`config.mk`:
```
export PLATFORM = sky130hd
export DESIGN_NAME = insmem_loader
export DESIGN_NICKNAME = d
export VERILOG_FILES = /design/src/rtl/insmem_pkg.sv /design/src/rtl/insmem_loader.sv
export SDC_FILE = /design/constraint.sdc
export NUM_CORES = 1
export LEC_CHECK = 0
export ABC_CLOCK_PERIOD_IN_PS = 4500
export BUFFER_PORTS_ARGS = -buffer_cell sky130_fd_sc_hd__buf_2
export CAP_MARGIN = 20
export CORE_MARGIN = 10
export CORE_UTILIZATION = 24
export DETAILED_ROUTE_END_ITERATION = 12
export SLEW_MARGIN = 0
export SYNTH_ARGS = -nofsm -noshare
export SYNTH_HDL_FRONTEND = slang
export SYNTH_SLANG_ARGS = --single-unit
```
`constraint.sdc`:
```
create_clock -name clka -period 4.5 [get_ports clka]
set_input_delay 0.45 -clock clka [delete_from_list [all_inputs] [get_ports clka]]
set_output_delay 0.45 -clock clka [all_outputs]
set_load 0.05 [all_outputs]
```
`src/rtl/insmem_pkg.sv`:
```
// Shared constants for the INSMEM loader: sizes, frame layout and the loader state encoding.
package insmem_pkg;

  localparam int DEF_PC_BITS    = 6;
  localparam int DEF_WORD_BITS  = 16;
  localparam int BYTES_PER_WORD = 2;
  localparam int LEN_BYTES      = 2;

  typedef logic [3:0] ld_state_t;

  localparam ld_state_t ST_IDLE    = 4'd0;
  localparam ld_state_t ST_LEN_HI  = 4'd1;
  localparam ld_state_t ST_LEN_LO  = 4'd2;
  localparam ld_state_t ST_DATA_HI = 4'd3;
  localparam ld_state_t ST_DATA_LO = 4'd4;
  localparam ld_state_t ST_WRITE   = 4'd5;
  localparam ld_state_t ST_CSUM    = 4'd6;
  localparam ld_state_t ST_DONE    = 4'd7;
  localparam ld_state_t ST_ERROR   = 4'd8;

  function automatic logic is_rx_state(input ld_state_t s);
    return (s == ST_LEN_HI) || (s == ST_LEN_LO) || (s == ST_DATA_HI) ||
           (s == ST_DATA_LO) || (s == ST_CSUM);
  endfunction

  function automatic logic is_idle_state(input ld_state_t s);
    return (s == ST_IDLE) || (s == ST_DONE) || (s == ST_ERROR);
  endfunction

endpackage

```
`src/rtl/insmem_loader.sv`:
```
// Frames a host byte stream (len, words hi-first, xor csum) into INSMEM writes; write pulse one cycle
// after the low-byte transfer; rx_ready drops outside receive states so the host simply stalls.
module insmem_loader
  import insmem_pkg::*;
#(
  parameter int PC_BITS   = DEF_PC_BITS,
  parameter int WORD_BITS = DEF_WORD_BITS
) (
  input  logic                 clka,
  input  logic                 reset,
  input  logic                 start,
  input  logic [7:0]           rx_data,
  input  logic                 rx_valid,
  output logic                 rx_ready,
  output logic                 we_insmem,
  output logic [PC_BITS-1:0]   pc,
  output logic [WORD_BITS-1:0] instruction_in,
  output logic                 busy,
  output logic                 load_done,
  output logic                 load_error,
  output logic [PC_BITS:0]     words_loaded
);

  localparam logic [16:0] CAPACITY = 17'(1) << PC_BITS;

  ld_state_t          state;
  ld_state_t          state_nxt;
  logic               xfer;
  logic               take_start;
  logic [7:0]         len_hi;
  logic [7:0]         byte_hi;
  logic [7:0]         csum;
  logic [15:0]        count;
  logic [15:0]        len_full;
  logic [15:0]        written_next;
  logic [PC_BITS-1:0] addr;

  assign xfer         = rx_valid && rx_ready;
  assign take_start   = start && is_idle_state(state);
  assign len_full     = {len_hi, rx_data};
  assign written_next = 16'(words_loaded) + 16'd1;

  always_ff @(posedge clka) begin
    if (reset) state <= ST_IDLE;
    else       state <= state_nxt;
  end

  always_comb begin
    state_nxt = state;
    case (state)
      ST_IDLE, ST_DONE, ST_ERROR: if (start) state_nxt = ST_LEN_HI;
      ST_LEN_HI:  if (xfer) state_nxt = ST_LEN_LO;
      ST_LEN_LO: begin
        if (xfer) begin
          if ({1'b0, len_full} > CAPACITY) state_nxt = ST_ERROR;
          else if (len_full == 16'd0)      state_nxt = ST_CSUM;
          else                             state_nxt = ST_DATA_HI;
        end
      end
      ST_DATA_HI: if (xfer) state_nxt = ST_DATA_LO;
      ST_DATA_LO: if (xfer) state_nxt = ST_WRITE;
      ST_WRITE:   state_nxt = (written_next < count) ? ST_DATA_HI : ST_CSUM;
      ST_CSUM:    if (xfer) state_nxt = (rx_data == csum) ? ST_DONE : ST_ERROR;
      default:    state_nxt = ST_IDLE;
    endcase
  end

  // Reset gates the write strobe combinationally so a reset landing on WRITE suppresses that word.
  always_comb begin
    rx_ready  = is_rx_state(state);
    busy      = !is_idle_state(state);
    we_insmem = (state == ST_WRITE) && !reset;
  end

  always_ff @(posedge clka) begin
    if (reset) begin
      len_hi         <= '0;
      byte_hi        <= '0;
      csum           <= '0;
      count          <= '0;
      addr           <= '0;
      pc             <= '0;
      instruction_in <= '0;
      load_done      <= 1'b0;
      load_error     <= 1'b0;
      words_loaded   <= '0;
    end else begin
      if (take_start) begin
        csum         <= '0;
        count        <= '0;
        addr         <= '0;
        load_done    <= 1'b0;
        load_error   <= 1'b0;
        words_loaded <= '0;
      end
      case (state)
        ST_LEN_HI: if (xfer) len_hi <= rx_data;
        ST_LEN_LO: begin
          if (xfer) begin
            count <= len_full;
            if ({1'b0, len_full} > CAPACITY) load_error <= 1'b1;
          end
        end
        ST_DATA_HI: begin
          if (xfer) begin
            byte_hi <= rx_data;
            csum    <= csum ^ rx_data;
          end
        end
        // pc/instruction_in are loaded here so they are stable for the whole WRITE cycle and hold afterwards.
        ST_DATA_LO: begin
          if (xfer) begin
            csum           <= csum ^ rx_data;
            pc             <= addr;
            instruction_in <= WORD_BITS'({byte_hi, rx_data});
          end
        end
        ST_WRITE: begin
          addr         <= addr + 1'b1;
          words_loaded <= words_loaded + 1'b1;
        end
        ST_CSUM: begin
          if (xfer) begin
            load_done  <= (rx_data == csum);
            load_error <= (rx_data != csum);
          end
        end
        default: ;
      endcase
    end
  end

endmodule
```
# ---- Yosys cells after proc, flatten, opt, wreduce, memory -nomap -nowiden
# Index checks and enable logic that the tools add are counted.
dict set report totals {
  ff_bits 81
  wordCells 82
  output_inout_bits 34
  input_bits 12
}
dict set report classes {
  eq_ne 16
  magnitude_cmp 2
  n_addsub 3
  mux 29
  n_reduce_logical 20
  bitwise 1
}
# operator count
set ops {}
lappend ops {{16-bit two-way mux} 3}
lappend ops {{4-bit two-way mux} 8}
lappend ops {{4-bit one-hot mux with 7 select lines} 1}
lappend ops {{8-bit two-way mux} 3}
lappend ops {{4-bit by 3-bit equality test with 1-bit output, second input constant} 4}
lappend ops {{16-bit by 7-bit > comparator with 1-bit output, second input constant} 1}
lappend ops {{16-bit logical NOT} 1}
lappend ops {{8-bit by 16-bit < comparator with 1-bit output} 1}
lappend ops {{7-bit two-way mux} 2}
lappend ops {{6-bit two-way mux} 2}
lappend ops {{2-bit inequality test, second input constant} 6}
lappend ops {{7-bit by 1-bit adder with 8-bit output, second input constant} 1}
lappend ops {{4-bit by 2-bit equality test with 1-bit output, second input constant} 2}
lappend ops {{8-bit equality test} 1}
lappend ops {{8-bit inequality test} 1}
lappend ops {{8-bit XOR} 1}
lappend ops {{7-bit by 1-bit adder with 7-bit output, second input constant} 1}
lappend ops {{1-bit two-way mux} 7}
lappend ops {{6-bit by 1-bit adder with 6-bit output, second input constant} 1}
lappend ops {{1-bit logical OR} 6}
lappend ops {{3-bit two-way mux} 2}
lappend ops {{2-bit AND reduction} 3}
lappend ops {{6-bit AND reduction} 1}
lappend ops {{4-bit by 1-bit equality test with 1-bit output, second input constant} 1}
lappend ops {{other kinds (8)} 11}

# ---- Depth between registers and ports, before layout
dict set report depth {
  word_depth 8
  mapped_depth 10
  depth_no_buf 10
}

# ---- Worst setup path after synthesis
# OpenSTA, ideal clock, no wires.
dict set report synth_path {
  path_type {register to register}
  startpoint {reg words_loaded[0]}
  endpoint {reg state[2]}
  t_required_ns 4.370
  path_buffers 0
  path_stages_with_launch 10
  path_slack_ns 1.946
  arrival_ns 2.424
  period_less_slack_ns 2.554
  setup_ns 0.130
  path_cell_list {dfxtp_1 > ha_1 > nand3_1 > nor2_1 > xor2_1 > ha_1 > a21o_1 > a221oi_1 > o32a_1 > o22ai_2}
}
dict set report synth_between {
  elab_chain_len 4
}
# element line_no
set synth_lines {}
lappend synth_lines {{from (decl)} insmem_loader.sv:21} ;# output logic [PC_BITS:0] words_loaded
lappend synth_lines {{from (signal assigned)} insmem_loader.sv:120} ;# words_loaded <= words_loaded + 1'b1;
lappend synth_lines {{7-bit by 1-bit adder with 8-bit output} insmem_loader.sv:41} ;# assign written_next = 16'(words_loaded) + 16'd1;
lappend synth_lines {{8-bit by 16-bit < comparator with 1-bit output} insmem_loader.sv:62} ;# ST_WRITE: state_nxt = (written_next < count) ? ST_DATA_HI : ST_CSUM;
lappend synth_lines {{3-bit two-way mux} insmem_loader.sv:62}
lappend synth_lines {{4-bit one-hot mux with 7 select lines} insmem_loader.sv:50} ;# case (state)
lappend synth_lines {{to (signal assigned)} insmem_loader.sv:45} ;# else state <= state_nxt;
lappend synth_lines {{to (decl)} insmem_loader.sv:26} ;# ld_state_t state;
# Every way passes these cells.
# A chain may end at the register's enable or synchronous reset.

# ---- Final worst setup path
dict set report layout_path {
  startpoint {reg state[2]}
  endpoint {out we_insmem}
}
dict set report layout_between {
  elab_chain_len 2
}
# element line_no
set layout_lines {}
lappend layout_lines {{4-bit by 3-bit equality test with 1-bit output} insmem_loader.sv:72} ;# we_insmem = (state == ST_WRITE) && !reset;
lappend layout_lines {{1-bit logical AND} insmem_loader.sv:72}
lappend layout_lines {{to (decl)} insmem_loader.sv:15} ;# output logic we_insmem,
# Every way passes these cells.

==> flow_summary_export.csv <==
group,metric,value,unit
run_status,status,"finished clean",
timing,setup_slack,1.65,ns
clocking,clkLatencyLatePin,0.34,ns
clocking,cts_buffer_depth,2,
timing,setup_viol,0,
critical_path,reg2reg_slack,2.00,ns
power_and_ir_drop,swShare,33.1,%
power_and_ir_drop,p_seq_share,38.5,%
synthesis,synthTopCellsByCount,"nand2_1 (84), dfxtp_1 (81), a21oi_1 (64)",
die,ios,46,
die,core_area,15400,um2
clocking,h-tree-depth,3,
place,place_ws,1.92,ns
synthesis,synth_cells,470,
clocking,holdBufCountCts,0,
critical_path,endpoint_kind,"output port",
drt,wl,10.1,mm
clocking,cts_root_buf,"clkbuf_16",
synthesis,synthTopCellsByArea,"dfxtp_1 (43%), a21oi_1 (8.4%), nand2_1 (8.3%)",
hold_path,hold_class,"primary input to flop",
clocking,cts_tree,"done",
die,rows,45,
die,die_w,146,um
power_and_ir_drop,leakagePower,1.69,nW
die,die_y,146,um
global_route,antenna_found_initial,0,
power_and_ir_drop,power_frac_comb,22.8,%
synthesis,syn-mean-instance-area,8.09,um2
cells_and_area,layout-drive-gt1-share,15.8,%
synthesis,dominantRegCellSynth,"dfxtp_1",
synthesis,async_flop_share,0,%
synthesis,ys_types,57,
drt,drc,0,
global_route,grt_overflow,0,
drt,ant_nets,0,
power_and_ir_drop,p_int,1.40,mW
die,initial_core_util,24.7,%
critical_path,critPathRequiredTime,4.05,ns
synthesis,ys_seq_area_share,42.6,%
synthesis,ys_ff_latch,81,
place,io_buffers,45,
timing,clock_skew,0.00623,ns
clocking,clk_pin_slew,0.06,ns
timing,period_share,63.4,%
critical_path,crit_path_start_kind,"flop",
power_and_ir_drop,power.share.clock,38.7,%
synthesis,synth_edf_count,0,
synthesis,yosys.area.top_type,"dfxtp_1",
global_route,grt_pass1_wl,16.7,mm
timing,holdWs,0.447,ns
die,die-area,21300,um2
clocking,cts_sinks,81,
global_route,grt_start_max_net_pins,45,
drt,drt_iter0_drc,192,
drt,via_count,3337,
cells_and_area,stdcell_count,716,
critical_path,critical_path.cell_chain,"inv_2 > or4_1 > nor2_1 > buf_2",
global_route,grt_pass1_vias,3171,
power_and_ir_drop,powerDensity,465,nW/um2
power_and_ir_drop,power.switching,0.693,mW
place,dp_hpwl,6.91,mm
drt,vias_per_cell,4.66,
timing,tightest_slew,0.913,ns
place,gp_congestion,0.832,
cells_and_area,nets,521,
timing,fmax,0.351,GHz
synthesis,synth_most_common_cell,"nand2_1",
timing,finalHoldViolCount,0,
timing,slew_headroom,39.0,%
clocking,numCtsBuffers,9,
cells_and_area,synthToLayoutAreaGrowth,18.6,%
critical_path,slowest_stage,"or4_1",
critical_path,critPathMaxFanout,14,
place,dp_cells,700,
timing,setup_tns,0,ns
critical_path,crit_arrival,2.40,ns
drt,wl_per_cell,14.0,um
cells_and_area,antenna_cells,0,
timing,rsz0062_at_grt,"false",
clocking,cts_resized,0,
synthesis,netlist_area,3800,um2
global_route,grt_use_total,9.33,%
drt,drt_first_pass_iters,4,
timing,period_needed,2.85,ns
synthesis,ys_warn_count,0,
synthesis,syn_nets,491,
job,drv_cap,0,
timing,drv_slew,0,
critical_path,crit_type,"flop to output port",
power_and_ir_drop,peakVddDrop,164,uV
critical_path,max_stage_delay,0.81,ns
synthesis,synth_top_area_share,42.6,%
clocking,post_cts_buffers,0,
per-layer routing:
metal,part of all wire [%],wire length (um),GRT usage [%],vias up
met2,47,4730,14.5,74
met4,1.0,104,2.73,0
met1,47,4740,12.3,1557
met3,4.9,490,2.51,9
li1,-,-,-,1697
met5,0,0,0,-
through the flow:
stage,util (%),power (mW),instance area (um2)
after CTS,29.3,2.12,4510
after detailed placement,27.2,1.30,4180
after global routing,29.3,2.19,4510
final,29.3,2.10,4510
after floorplan,-,1.19,3800
after global placement,27.2,1.30,4180
power by group through the flow:
stage	logic (mW)	clock network (mW)	registers, mW
floorplan	0.392	0	0.800
global placement	0.479	0	0.821
detailed placement	0.480	0	0.821
CTS	0.482	0.829	0.806
global route	0.530	0.851	0.813
finish	0.479	0.811	0.808
worst paths after layout:
kind | cells after the start | start | endpoint
setup / recovery | 4 | state[2]$_SDFFE_PP0P_ | we_insmem
hold / removal | 3 | rx_data[0] | instruction_in[0]$_SDFFE_PP0P_
setup reg to reg | 5 | state[0]$_SDFFE_PP0P_ | csum[5]$_SDFF_PP0_
hold reg to reg | 2 | byte_hi[2]$_SDFFE_PP0P_ | instruction_in[10]$_SDFFE_PP0P_
cells by family after synthesis:
logic type / count (synthesis) / share of synthesized area [%]
compound gates: 108 / 17.3
xor+xnor: 10 / 2.30
fa+ha+maj: 9 / 2.96
buf+inv: 42 / 4.84
flops: 81 / 42.6
mux: 17 / 4.48
simple gates: 203 / 25.5
critical path, delay by kind of cell, from the launching register on:
family                 cells  cell delay, ns
DFF                        1            0.65
buffers and inverters      2            0.45
and+or+nand+nor            2            0.97
cells in the final DEF, fill, tap and decap left out, types with 9 or more instances in the layout:
cell type  synthesis  layout
buf_2             15      45
o21ai_1            9       9
clkbuf_16          0       9
nand2_1           84      84
a21oi_1           64      64
dfxtp_1           81      81
inv_1             10      10
mux2i_1           17      17
nor2_1            39      39
nand3_1           29      29
ha_1               9       9
registers in the layout, indices dropped and copies added (netlist names):
register        cells
load_error          1
state               4
load_done           1
csum                8
addr                6
len_hi              8
words_loaded        7
byte_hi             8
count              16
instruction_in     16
pc                  6
cell type report:
class	count	area (um2)
fillers	1662	10900
multi-input cells	347	2000
flip-flops and latches	81	1620
well taps	211	264
repair buffers	49	255
clock buffers	10	239
clock inverters	6	88.8
inverters	12	45.0
(Power assumes the default switching activity.)
